### src/rtl/stack_seq_pkg.sv
`default_nettype none
// ============================================================================
// stack_seq_pkg : opcodes, state encoding, error codes, default widths
// Rev 1.0
// ============================================================================
package stack_seq_pkg;

  localparam int DEF_DW  = 8;
  localparam int DEF_AW  = 8;
  localparam int DEF_PCW = 5;

  localparam logic [7:0] OP_NOP   = 8'h00;
  localparam logic [7:0] OP_PUSH  = 8'h01;
  localparam logic [7:0] OP_PUSHC = 8'h02;
  localparam logic [7:0] OP_POP   = 8'h03;
  localparam logic [7:0] OP_ADD   = 8'h04;
  localparam logic [7:0] OP_SUB   = 8'h05;
  localparam logic [7:0] OP_HALT  = 8'h06;

  localparam logic [2:0] S_IDLE   = 3'd0;
  localparam logic [2:0] S_FETCH  = 3'd1;
  localparam logic [2:0] S_DECODE = 3'd2;
  localparam logic [2:0] S_MEMRD  = 3'd3;
  localparam logic [2:0] S_POPA   = 3'd4;
  localparam logic [2:0] S_EXEC   = 3'd5;
  localparam logic [2:0] S_DONE   = 3'd6;
  localparam logic [2:0] S_ERROR  = 3'd7;

  localparam logic [1:0] ERR_NONE      = 2'd0;
  localparam logic [1:0] ERR_UNDERFLOW = 2'd1;
  localparam logic [1:0] ERR_OVERFLOW  = 2'd2;
  localparam logic [1:0] ERR_ILLEGAL   = 2'd3;

endpackage
`default_nettype wire

### src/rtl/stack_alu.sv
`default_nettype none
// ============================================================================
// stack_alu : combinational modulo add/sub with signed-overflow detect
// Rev 1.0
// ============================================================================
module stack_alu #(
  parameter int DW = 8
) (
  input  logic [DW-1:0] a,
  input  logic [DW-1:0] b,
  input  logic          sub,
  output logic [DW-1:0] result,
  output logic          ovf
);

  always_comb begin
    result = sub ? (a - b) : (a + b);
    // Subtraction overflows when operand signs differ, addition when they match
    if (sub)
      ovf = (a[DW-1] != b[DW-1]) && (result[DW-1] != a[DW-1]);
    else
      ovf = (a[DW-1] == b[DW-1]) && (result[DW-1] != a[DW-1]);
  end

endmodule
`default_nettype wire

### src/rtl/stack_sequencer.sv
`default_nettype none
// ============================================================================
// stack_sequencer : micro-sequencer driving an external stack and data memory
// Rev 1.0
// ============================================================================
module stack_sequencer
  import stack_seq_pkg::*;
#(
  parameter int DW  = DEF_DW,
  parameter int AW  = DEF_AW,
  parameter int PCW = DEF_PCW
) (
  input  logic           clk,
  input  logic           rst,
  input  logic           start,
  output logic           busy,
  output logic           done,
  output logic           err,
  output logic [1:0]     err_code,
  output logic           ovf,
  output logic [PCW-1:0] imem_addr,
  input  logic [15:0]    imem_data,
  output logic [AW-1:0]  dmem_addr,
  output logic           dmem_we,
  output logic [DW-1:0]  dmem_wdata,
  input  logic [DW-1:0]  dmem_rdata,
  output logic           stk_push,
  output logic           stk_pop,
  output logic [DW-1:0]  stk_wdata,
  input  logic [DW-1:0]  stk_top,
  input  logic           stk_empty,
  input  logic           stk_full
);

  logic [2:0]     r_state;
  logic [PCW-1:0] r_pc;
  logic [1:0]     r_err_code;
  logic           r_ovf;
  logic           r_is_sub;
  logic [DW-1:0]  r_a;
  logic [DW-1:0]  r_b;

  logic [7:0]     w_op;
  logic [AW-1:0]  w_operand;
  logic [2:0]     w_next;
  logic           w_accept;
  logic           w_pc_inc;
  logic           w_err_set;
  logic [1:0]     w_err_code;
  logic           w_lat_a;
  logic           w_lat_b;
  logic           w_push;
  logic           w_pop;
  logic           w_we;
  logic           w_ovf_set;
  logic [AW-1:0]  w_daddr;
  logic [DW-1:0]  w_dwdata;
  logic [DW-1:0]  w_swdata;
  logic [DW-1:0]  w_alu_res;
  logic           w_alu_ovf;

  assign w_op      = imem_data[15:8];
  assign w_operand = imem_data[AW-1:0];

  stack_alu #(.DW(DW)) u_alu (
    .a      (r_a),
    .b      (r_b),
    .sub    (r_is_sub),
    .result (w_alu_res),
    .ovf    (w_alu_ovf)
  );

  always_comb begin
    w_next     = r_state;
    w_accept   = 1'b0;
    w_pc_inc   = 1'b0;
    w_err_set  = 1'b0;
    w_err_code = ERR_NONE;
    w_lat_a    = 1'b0;
    w_lat_b    = 1'b0;
    w_push     = 1'b0;
    w_pop      = 1'b0;
    w_we       = 1'b0;
    w_ovf_set  = 1'b0;
    w_daddr    = '0;
    w_dwdata   = '0;
    w_swdata   = '0;
    case (r_state)
      S_IDLE, S_DONE, S_ERROR: begin
        if (start) begin
          w_accept = 1'b1;
          w_next   = S_FETCH;
        end
      end
      S_FETCH: w_next = S_DECODE;
      S_DECODE: begin
        case (w_op)
          OP_NOP: begin
            w_pc_inc = 1'b1;
            w_next   = S_FETCH;
          end
          OP_PUSHC: begin
            if (stk_full) begin
              w_err_set = 1'b1; w_err_code = ERR_OVERFLOW; w_next = S_ERROR;
            end else begin
              w_push   = 1'b1;
              w_swdata = DW'(w_operand);
              w_pc_inc = 1'b1;
              w_next   = S_FETCH;
            end
          end
          OP_PUSH: begin
            w_daddr = w_operand;
            w_next  = S_MEMRD;
          end
          OP_POP: begin
            if (stk_empty) begin
              w_err_set = 1'b1; w_err_code = ERR_UNDERFLOW; w_next = S_ERROR;
            end else begin
              w_pop    = 1'b1;
              w_we     = 1'b1;
              w_daddr  = w_operand;
              w_dwdata = stk_top;
              w_pc_inc = 1'b1;
              w_next   = S_FETCH;
            end
          end
          OP_ADD, OP_SUB: begin
            if (stk_empty) begin
              w_err_set = 1'b1; w_err_code = ERR_UNDERFLOW; w_next = S_ERROR;
            end else begin
              w_lat_b = 1'b1;
              w_pop   = 1'b1;
              w_next  = S_POPA;
            end
          end
          OP_HALT: w_next = S_DONE;
          default: begin
            w_err_set = 1'b1; w_err_code = ERR_ILLEGAL; w_next = S_ERROR;
          end
        endcase
      end
      S_MEMRD: begin
        if (stk_full) begin
          w_err_set = 1'b1; w_err_code = ERR_OVERFLOW; w_next = S_ERROR;
        end else begin
          w_push   = 1'b1;
          w_swdata = dmem_rdata;
          w_pc_inc = 1'b1;
          w_next   = S_FETCH;
        end
      end
      S_POPA: begin
        // First pop already happened in DECODE and is deliberately not undone
        if (stk_empty) begin
          w_err_set = 1'b1; w_err_code = ERR_UNDERFLOW; w_next = S_ERROR;
        end else begin
          w_lat_a = 1'b1;
          w_pop   = 1'b1;
          w_next  = S_EXEC;
        end
      end
      S_EXEC: begin
        if (stk_full) begin
          w_err_set = 1'b1; w_err_code = ERR_OVERFLOW; w_next = S_ERROR;
        end else begin
          w_push    = 1'b1;
          w_swdata  = w_alu_res;
          w_ovf_set = w_alu_ovf;
          w_pc_inc  = 1'b1;
          w_next    = S_FETCH;
        end
      end
      default: w_next = S_IDLE;
    endcase
  end

  always_ff @(posedge clk) begin
    if (rst) begin
      r_state    <= S_IDLE;
      r_pc       <= '0;
      r_err_code <= ERR_NONE;
      r_ovf      <= 1'b0;
      r_is_sub   <= 1'b0;
      r_a        <= '0;
      r_b        <= '0;
    end else begin
      r_state <= w_next;
      if (w_accept) begin
        r_pc       <= '0;
        r_err_code <= ERR_NONE;
        r_ovf      <= 1'b0;
      end else begin
        if (w_pc_inc)  r_pc       <= r_pc + 1'b1;
        if (w_err_set) r_err_code <= w_err_code;
        if (w_ovf_set) r_ovf      <= 1'b1;
      end
      if (w_lat_b) begin
        r_b      <= stk_top;
        r_is_sub <= (w_op == OP_SUB);
      end
      if (w_lat_a) r_a <= stk_top;
    end
  end

  assign busy       = (r_state == S_FETCH) || (r_state == S_DECODE) || (r_state == S_MEMRD) ||
                      (r_state == S_POPA)  || (r_state == S_EXEC);
  assign done       = (r_state == S_DONE);
  assign err        = (r_state == S_ERROR);
  assign err_code   = r_err_code;
  assign ovf        = r_ovf;
  assign imem_addr  = r_pc;
  assign dmem_addr  = w_daddr;
  assign dmem_wdata = w_dwdata;
  assign stk_wdata  = w_swdata;
  // Strobes are masked by rst so a reset mid-instruction never leaks a side effect
  assign dmem_we    = w_we   & ~rst;
  assign stk_push   = w_push & ~rst;
  assign stk_pop    = w_pop  & ~rst;

endmodule
`default_nettype wire

### config.mk
export PLATFORM = sky130hd
export DESIGN_NAME = stack_sequencer
export DESIGN_NICKNAME = d
export VERILOG_FILES = /design/src/rtl/stack_seq_pkg.sv /design/src/rtl/stack_alu.sv /design/src/rtl/stack_sequencer.sv
export SDC_FILE = /design/constraint.sdc
export NUM_CORES = 1
export LEC_CHECK = 0
export BUFFER_PORTS_ARGS = -buffer_cell sky130_fd_sc_hd__buf_2
export CAP_MARGIN = 20
export CORE_MARGIN = 2
export CORE_UTILIZATION = 54
export DETAILED_ROUTE_END_ITERATION = 6
export GPL_TIMING_DRIVEN = 1
export HOLD_SLACK_MARGIN = 0.05
export PLACE_DENSITY = 0.86
export SLEW_MARGIN = 10
export SYNTH_ARGS = -nofsm -noshare
export SYNTH_HDL_FRONTEND = slang
export SYNTH_HIERARCHICAL = 1
export SYNTH_SLANG_ARGS = --single-unit
### constraint.sdc
create_clock -name clk -period 4.4 [get_ports clk]
set_clock_uncertainty 0.1 [all_clocks]
set_input_delay 0.88 -clock clk [delete_from_list [all_inputs] [get_ports clk]]
set_output_delay 0.88 -clock clk [all_outputs]
set_load 0.05 [all_outputs]
==> reports/metrics.cfg <==
[sta]
grt_setup_unrepaired = false
finalSetupTns_ns = 0
period_minus_slack_ns = 3.98
finalCritPeriodShare = 0.905
timing_worst_slew_pin_value_ns = 0.946
slew_viol_final = 0
timing.fmax_mhz = 251
fin_worst_hold_slack_ns = 0.354
setup-violations-final = 0
maxSlewHeadroom = 0.364
report.final.hold_viol_count = 0

[setup_path]
worst-endpoint-arrival_ns = 3.00
crit_fanout = 4
cp-end-kind = output port
critical_path_class = flip-flop to output port
cp_data_required_time_ns = 3.42
worstSetupStartpointType = flip-flop

[floorplan]
die_area_mm2 = 0.00435
core-area_mm2 = 0.00366
std_cell_rows = 22
fp.dieH_um = 65.9
initial_utilization = 0.566
design.portCount = 75
die_width_um = 65.9

[routing]
highest-signal-layer = met4
drt_drc_violations_left = 0
dr_wl_met3_um = 331
count_of_tritonroute_iterations_in_the_first_routing_pass = 5
vias_per_cell = 5.54
met1Wirelength_um = 2230
detail_route.wirelength_um = 5010
detail_route.iter0.violations = 129
detail_route.wl_per_cell_um = 13.0
detailroute.wirelength.met2_um = 2370
via_count = 2140
drtAntennaViolNets = 0

[final_layout]
layoutNonFillerInstCount = 386
drive_above_1_share = 0.266
insertedDiodeCount = 0
postLayoutCellArea_mm2 = 0.00252
syn_to_final_growth_pct = 21.9
final_nets = 386

[cts]
h_tree_levels = 1
post_cts_resized = 0
clk_transition_reported_paths_ns = 0.09
clock_sinks = 28
post-cts-setup-buffer-count = 0
tritoncts_clock_tree = built
ctsRootBufferMaster = sky130_fd_sc_hd__clkbuf_8
cts_hold_repair.buffers = 0
clock_path_buffers = 2
numCtsBuffers = 3
clock_latency_ns = 0.28

[placement]
post_detailed_placement_cell_area_mm2 = 0.00247
dp_hpwl_um = 3900
place_congestion = 0.829
place_inst = 382
numPortBuffers = 74

[outcome]
status = finished clean

[synth]
synthArstFlopShare = 0
synth_top_area_share = 0.271
most_used_standard_cell_by_instance_count_after_synthesis = sky130_fd_sc_hd__nor2_1
yosys.area.top_type = sky130_fd_sc_hd__dfxtp_1
post_synth_most_frequent_cells = 31 x sky130_fd_sc_hd__nor2_1, 28 x sky130_fd_sc_hd__dfxtp_1, 26 x sky130_fd_sc_hd__a21oi_1
synth_area_leaders = sky130_fd_sc_hd__dfxtp_1 27%, sky130_fd_sc_hd__a21oi_1 6.3%, sky130_fd_sc_hd__nor2_1 5.6%
synth_area_per_cell_um2 = 7.67
synth_top_flop_cell = sky130_fd_sc_hd__dfxtp_1
count_of_flip_flops_with_a_built_in_enable_after_synthesis = 0
synth.cell_area_mm2 = 0.00207
synth.yosys.warnings = 6
net_count_after_synthesis = 317
postSynthRegisterBits = 28
synth-seq-area-share = 0.271
synth_cell_types = 44
synth_cells = 270

[global_routing]
grt_pass1_wl_um = 8140
grt_max_degree = 25
grt_usage = 0.234
grt-ovfl-total = 0
grt_pass1_vias = 1879
antenna_violations_before_repair = 0

[pwr]
vdd_drop_max_uv = 180
power.leakage_nw = 1.19
power_per_cell_area_mw_per_mm2 = 332
report.power.total_w = 0.000837

[min_path]
holdCritPathClass = flip-flop to flip-flop

[job]
drv.max_cap_violation_count = 0

sequential cells by signal, indices dropped and copies added, names as in the netlist:
signal,flops
err_code,2
imem_addr,5
ovf,1
r_a,8
r_b,8
r_is_sub,1
r_state,3
per-layer routing:
| metal | global-route usage | vias up |
|---|---|---|
| met2 | 0.408 | 80 |
| met5 | 0 | - |
| met1 | 0.293 | 968 |
| met4 | 0.0964 | 0 |
| met3 | 0.0239 | 9 |
| li1 | - | 1083 |
worst paths after layout:
kind,from,to,depth (start not counted),slack [ns]
worst max register to register,r_b[0],ovf,12,1.78
worst max-delay path,r_b[0],stk_wdata[6],13,0.42
worst min-delay path,err_code[0],err_code[0],2,0.35
worst min register to register,err_code[0],err_code[0],2,0.35
per-stage QoR:
stage	worst slack, ns	util
6_report	0.420	0.689
5_1_grt	0.245	0.689
4_1_cts	0.427	0.689
3_5_place_dp	0.651	0.674
3_3_place_gp	0.704	0.674
2_1_floorplan	0.258	-
cells by family after synthesis:
family                   after synthesis  synth area share
AND/OR/NAND/NOR                      110             0.277
multiplexers                          11            0.0532
buffers and inverters                 25            0.0465
flip-flops                            28             0.271
XOR/XNOR                              15            0.0634
adder cells (fa/ha/maj)               10            0.0640
AO/OA/AOI/OAI                         71             0.225
critical path, stage by stage, from the launching register on:
cell	delay, ns
sky130_fd_sc_hd__dfxtp_1	0.40
sky130_fd_sc_hd__inv_1	0.06
sky130_fd_sc_hd__ha_1	0.27
sky130_fd_sc_hd__mux2i_1	0.13
sky130_fd_sc_hd__fa_1	0.47
sky130_fd_sc_hd__a21o_1	0.17
sky130_fd_sc_hd__a21oi_1	0.22
sky130_fd_sc_hd__o21bai_1	0.09
sky130_fd_sc_hd__a21oi_1	0.18
sky130_fd_sc_hd__xnor2_1	0.15
sky130_fd_sc_hd__a22o_1	0.15
sky130_fd_sc_hd__a22oi_1	0.06
sky130_fd_sc_hd__nor2_1	0.11
sky130_fd_sc_hd__buf_2	0.26
layout by cell type, fill, tap and decap left out, types with 2 or more instances in the layout:
cell type	netlist	routed
sky130_fd_sc_hd__a31oi_1	7	7
sky130_fd_sc_hd__and2_1	16	16
sky130_fd_sc_hd__a22o_1	8	8
sky130_fd_sc_hd__xor2_1	4	4
sky130_fd_sc_hd__nand2_1	25	25
sky130_fd_sc_hd__clkbuf_8	0	4
sky130_fd_sc_hd__ha_1	9	9
sky130_fd_sc_hd__a21o_1	3	3
sky130_fd_sc_hd__mux2i_1	11	11
sky130_fd_sc_hd__o22ai_1	2	2
sky130_fd_sc_hd__nand2b_1	10	10
sky130_fd_sc_hd__inv_1	13	13
sky130_fd_sc_hd__buf_2	2	74
sky130_fd_sc_hd__nor2b_1	4	4
sky130_fd_sc_hd__nor3_1	3	3
sky130_fd_sc_hd__buf_4	0	2
sky130_fd_sc_hd__o21ai_0	5	5
sky130_fd_sc_hd__o21bai_1	2	2
sky130_fd_sc_hd__a21oi_1	26	26
sky130_fd_sc_hd__or2_2	3	3
sky130_fd_sc_hd__nor3_2	2	2
sky130_fd_sc_hd__a22oi_1	9	9
sky130_fd_sc_hd__or3_1	5	5
sky130_fd_sc_hd__xnor2_1	11	11
sky130_fd_sc_hd__nand3_1	4	4
sky130_fd_sc_hd__dfxtp_1	28	28
sky130_fd_sc_hd__nor2_1	31	31
where the power goes:
part | switching, W | internal [W]
Sequential | 0.0000382 | 0.000278
Combinational | 0.000231 | 0.000130
Clock | 0.0000795 | 0.0000802
area by class of cell:
type | count | area, um2
fill | 296 | 1140
tap | 48 | 60.1
clock buffer | 4 | 55.1
multi-input combinational | 217 | 1410
sequential | 28 | 561
inverter | 13 | 48.8
timing repair buffer | 76 | 385
No activity file was read; power rests on OpenSTA's default activity.
